$ cat config.mk
export PLATFORM = sky130hd
export DESIGN_NAME = tone_gen
export DESIGN_NICKNAME = d
export VERILOG_FILES = /design/src/rtl/tone_gen.sv
export SDC_FILE = /design/constraint.sdc
export NUM_CORES = 1
export LEC_CHECK = 0
export BUFFER_PORTS_ARGS = -buffer_cell sky130_fd_sc_hd__buf_2
export CORE_MARGIN = 2
export CORE_UTILIZATION = 55
export CTS_BUF_LIST = sky130_fd_sc_hd__clkbuf_8 sky130_fd_sc_hd__clkbuf_16
export DETAILED_ROUTE_END_ITERATION = 12
export PLACE_DENSITY = 0.72
export REMOVE_ABC_BUFFERS = 1
export SYNTH_ARGS = -nofsm -noshare
export SYNTH_HDL_FRONTEND = slang
export SYNTH_SLANG_ARGS = --single-unit
$ cat constraint.sdc
create_clock -name clk -period 7.4 [get_ports clk]
set_input_delay 1.48 -clock clk [delete_from_list [all_inputs] [get_ports clk]]
set_output_delay 1.48 -clock clk [all_outputs]
set_load 0.005 [all_outputs]
$ cat src/rtl/tone_gen.sv
// tone_gen: note-select square-wave generator with an iterative divider.
// Define TONE_GEN_OCTAVE_EN to apply the octave left-shift to the base pitch.
module tone_gen #(
  parameter int CLK_HZ = 50000000,
  parameter int CNT_W  = 32,
  parameter int OCT_W  = 2
) (
  input  logic             clk,
  input  logic             reset,
  input  logic [2:0]       note_sel,
  input  logic [OCT_W-1:0] octave,
  input  logic             note_valid,
  output logic             ready,
  input  logic             enable,
  output logic             tone_out,
  output logic [CNT_W-1:0] freq_hz,
  output logic             done
);

  localparam int BW = $clog2(CNT_W) + 1;

  typedef enum logic [1:0] {IDLE, DIV, RUN} state_t;

  state_t           state, state_n;
  logic [CNT_W-1:0] divisor;
  logic [CNT_W-1:0] rem;
  logic [CNT_W-1:0] quo;
  logic [BW-1:0]    bit_cnt;
  logic [CNT_W-1:0] half_period;
  logic [CNT_W-1:0] cnt;

  logic [CNT_W-1:0] base;
  logic [CNT_W-1:0] freq_calc;
  logic [CNT_W-1:0] div_calc;
  logic [CNT_W:0]   rem_sh;
  logic             fits;
  logic [CNT_W-1:0] rem_nx;
  logic [CNT_W-1:0] quo_nx;
  logic [CNT_W-1:0] q_final;
  logic             accept;
  logic             last;

  // Base pitch table for the eight scale degrees.
  always_comb begin
    base = CNT_W'(523);
    unique case (note_sel)
      3'd0: base = CNT_W'(523);
      3'd1: base = CNT_W'(587);
      3'd2: base = CNT_W'(659);
      3'd3: base = CNT_W'(698);
      3'd4: base = CNT_W'(783);
      3'd5: base = CNT_W'(880);
      3'd6: base = CNT_W'(987);
      3'd7: base = CNT_W'(1046);
    endcase
  end

`ifdef TONE_GEN_OCTAVE_EN
  localparam int SW = CNT_W + (1 << OCT_W);
  logic [SW-1:0] wide;
  assign wide      = SW'(base) << octave;
  assign freq_calc = (|wide[SW-1:CNT_W]) ? '1 : wide[CNT_W-1:0];
`else
  logic unused_octave;
  assign unused_octave = ^octave;
  assign freq_calc     = base;
`endif

  // Twice the pitch gives one half-period per quotient; saturate on overflow.
  assign div_calc = freq_calc[CNT_W-1] ? '1
                                       : {freq_calc[CNT_W-2:0], 1'b0};

  // One restoring-division step: shift in the next dividend bit, try subtract.
  assign rem_sh  = {rem, quo[CNT_W-1]};
  assign fits    = rem_sh >= {1'b0, divisor};
  assign rem_nx  = fits ? CNT_W'(rem_sh - {1'b0, divisor})
                        : rem_sh[CNT_W-1:0];
  assign quo_nx  = {quo[CNT_W-2:0], fits};
  assign q_final = (quo_nx == '0) ? CNT_W'(1) : quo_nx;

  assign ready  = (state != DIV);
  assign accept = note_valid && ready;
  assign last   = (bit_cnt == BW'(CNT_W - 1));

  // State register.
  always_ff @(posedge clk) begin
    if (reset) state <= IDLE;
    else       state <= state_n;
  end

  // Next-state logic.
  always_comb begin
    state_n = state;
    unique case (state)
      IDLE: if (accept) state_n = DIV;
      DIV:  if (last)   state_n = RUN;
      RUN:  if (accept) state_n = DIV;
      default: state_n = IDLE;
    endcase
  end

  // Divider, half-period load and tone counter.
  always_ff @(posedge clk) begin
    if (reset) begin
      freq_hz     <= '0;
      divisor     <= '0;
      rem         <= '0;
      quo         <= '0;
      bit_cnt     <= '0;
      half_period <= '0;
      cnt         <= '0;
      tone_out    <= 1'b0;
      done        <= 1'b0;
    end else begin
      done <= 1'b0;
      if (accept) begin
        freq_hz  <= freq_calc;
        divisor  <= div_calc;
        rem      <= '0;
        quo      <= CNT_W'(CLK_HZ);
        bit_cnt  <= '0;
        cnt      <= '0;
        tone_out <= 1'b0;
      end else begin
        unique case (state)
          DIV: begin
            rem     <= rem_nx;
            quo     <= quo_nx;
            bit_cnt <= bit_cnt + 1'b1;
            if (last) begin
              half_period <= q_final;
              done        <= 1'b1;
              cnt         <= '0;
              tone_out    <= 1'b0;
            end
          end
          RUN: begin
            // The done cycle is the reload cycle; counting starts after it.
            if (!enable || done) begin
              cnt      <= '0;
              tone_out <= 1'b0;
            end else if (cnt == half_period - 1'b1) begin
              cnt      <= '0;
              tone_out <= ~tone_out;
            end else begin
              cnt <= cnt + 1'b1;
            end
          end
          default: begin
            cnt      <= '0;
            tone_out <= 1'b0;
          end
        endcase
      end
    end
  end

endmodule

==> metrics.txt <==
Clock Latency Late Sink about 0.43 ns; IO buf count 20; FF-to-FF path depth 10; Max clock buf depth 2; initial antenna violation count 0; mapped cell area just over 8000 um^2; Worst setup EP type register; Slew headroom 17.99%; global-route wire length before repair 31.95 mm; drt wl/cell 15.55 um; # resized after CTS 0; Hold Crit Class reg -> reg; vias per cell 5.902; CTS tree built; peak supply drop roughly 0.00018 V; I/O pins 44; synthesis-to-layout area growth 7.663%; vias in the first global route around 6400; CTS HTree Levels 4; Die W about 130 um; Hold Path Cell Cnt 2; initial core utilization between 50% and 60%; crit path capture cnt[24]; MaxCap Viol Count 0; #FFs+latches synth 149; P_int ~0.0014 W; gpl congestion between 0.8 and 0.9; setup bufs post-CTS 0; clock group share of total power ~42%; Root Buffer clkbuf_16; sequential power share between 40% and 50%; switching part of the total 29.14%; clock slew at reported path FFs roughly 0.06 ns; critical path required time roughly 7.7 ns; Peak Freq 263.8 MHz; crit path from half_period[0]; Mapped Avg Cell Area roughly 8 um^2; largest net degree at the start of global routing 94; sequential element share of the synthesized area between 30% and 40%; P_leak 3.403 nW; design area just under 9000 um^2; Post-Route WL 18.94 mm; Iter 0 DRT Violations 583; row count 44; GRT Overall Usage about a quarter; share of cells above drive strength 1 7.930%; max-slew violations 0; asr flop ratio synth 0%; worst slew pin tran roughly 1.2 ns; die area around 16000 um^2; Layout Skew 0.01125 ns; # DRC 0; vias approximately 7200; cts bufs inserted 17; Core ar. about 15000 um^2; post-route minimum period around 3.8 ns; final cell count without fillers 1218; Post-Synthesis Cells ~1000; Most used DFF post-synth dfxtp_1; Post-DRT Antenna Nets 0; cts hold-fix bufs 0; unrepaired setup endpoints after global routing false; register area ~3000 um^2; Worst R2R Setup Slack ~3.6 ns; EDFF count, synth 0; Placed Cells around 1200; period utilization about half; P per Cell Area roughly 230 nW/um^2; WP data arrival ~4.1 ns; switching power total 0.0005869 W; HPWL after DPL between 10 and 15 mm; Antenna Cells 0; crit path kind reg -> reg; Multi-input gate area 4878 um^2; Hold WS between 0.4 and 0.5 ns; RR Startpoint half_period[0]; combinational power share between 10% and 20%; Synth cell types between 70 and 80; Fin. Hold Viols 0; Detailed Routing Iterations Pass 1 5; status finished, final reports clean; Worst R2R End cnt[24]; Post-DP Area about 8300 um^2; GR Overflow Total 0; die height about 130 um; fillers roughly 1300; clk sink count between 100 and 150; nets@finish between 1000 and 1500; crit-path max FO 29; Setup TNS 0 ns; Worst setup SP type register; yosys warns 0; final setup vio count 0
-- power by group through the flow --
stage,sequential [W],clock [W],combinational [W]
after global placement,0.000871,0,0.000303
after detailed placement,0.000871,0,0.000308
after CTS,0.000853,0.000864,0.000311
after floorplan,0.000864,0,0.000233
after global routing,0.000857,0.000895,0.000356
final,0.000854,0.000848,0.000312
-- layout make-up --
class	instances	share of cell area (%)
multi-input cells	799	54.63
flip-flops and latches	149	33.40
clock buffers	18	4.918
well taps	184	2.578
repair buffers	28	1.793
clock inverters	14	1.583
inverters	26	1.093
-- metal layers --
metal	wire length, um	global-route usage (%)
met1	9615	36.08
met2	8127	35.99
met3	1026	4.724
met4	169	6.012
met5	0	0
-- sequential cells by signal (all words and copies together) (netlist names) --
register	cells
tone_out	1
done	1
rem	32
half_period	32
divisor	11
state	2
quo	32
bit_cnt	6
cnt	32
-- synth_stat cells, drive strengths merged (3+ instances only) --
cell,number,area [um^2]
nor3b,4,30.03
a211oi,17,127.6
nand4b,5,43.79
a2111o,5,56.30
o21a,3,23.77
and4,6,52.55
inv,26,97.59
or3,12,75.07
a21oi,68,340.3
a22oi,31,232.7
nand2b,11,68.82
or4,8,63.81
o211ai,6,45.04
nor4b,5,56.31
nor2,109,409.1
buf,28,203.9
and2,5,31.28
nor4,21,176.4
and3,12,75.07
o32ai,3,26.28
or2,4,25.02
xor2,55,481.7
dfxtp,149,2983
o21ai,36,180.2
a2111oi,3,26.28
mux2i,4,40.04
nand3,37,185.2
xnor2,32,280.3
nand3b,16,120.1
o2111ai,3,26.28
nand2,105,394.1
nand4,13,81.33
ha,20,250.2
nor2b,6,37.54
clkbuf,60,225.2
nor3,77,395.4
-- through the flow --
| stage | total power, W | utilization, % | setup WS [ns] |
|---|---|---|---|
| after floorplan | 0.001097 | - | 0.3536 |
| after global placement | 0.001174 | 57.01 | 3.734 |
| after detailed placement | 0.001179 | 57.01 | 3.665 |
| after CTS | 0.002028 | 60.98 | 3.632 |
| after global routing | 0.002108 | 60.98 | 3.170 |
| final | 0.002014 | 60.98 | 3.609 |
-- cell families (layout without fill, tap and decap cells) --
family                     Yosys count  in the layout  synth area share [%]
and+or+nand+nor                    463            463                 28.81
buffers and inverters              114             86                 6.351
xor gates and xnor gates            87             87                 9.187
AOI/OAI and AO/OA                  202            202                 15.76
adders and majority gates           21             21                 3.258
other                                1             21               0.04521
DFF                                149            149                 35.96
muxes                                5              5                0.6185
-- cell usage in the layout (no fill, tap or decap), drive strengths merged, types with 4 or more instances in the layout --
cell type    n
nand4b       5
nor4        21
a21oi       68
nor4b        5
clkbuf      18
nand3       37
nand2      105
a2111o       5
o21ai       36
buf         28
nor2       109
and3        12
xor2        55
conb        21
inv         35
o211ai       6
ha          20
or3         12
a22oi       31
dfxtp      149
or2          4
nor3b        4
nand4       13
nor2b        6
and2         5
and4         6
or4          8
nand3b      16
nand2b      11
a211oi      17
nor3        77
mux2i        4
xnor2       32
-- how the worst min path moves through the flow --
| stage | to | from |
|---|---|---|
| final | rem[0] | quo[31] |
| after global routing | divisor[3] | divisor[3] |
| after CTS | quo[31] | quo[31] |
| after detailed placement | divisor[5] | divisor[5] |
| after global placement | divisor[5] | divisor[5] |
| after floorplan | rem[0] | quo[31] |
-- critical path, cell delays in order (launching register included) --
cell	delay (ns)
dfxtp_1	0.37
inv_1	0.11
ha_1	0.25
nor3b_1	0.51
nand2_1	0.20
o31a_1	0.31
a2111oi_0	0.55
o2111ai_1	0.30
nor3_2	0.34
o21a_2	0.56
nor3_1	0.13
(Power assumes the default switching activity.)
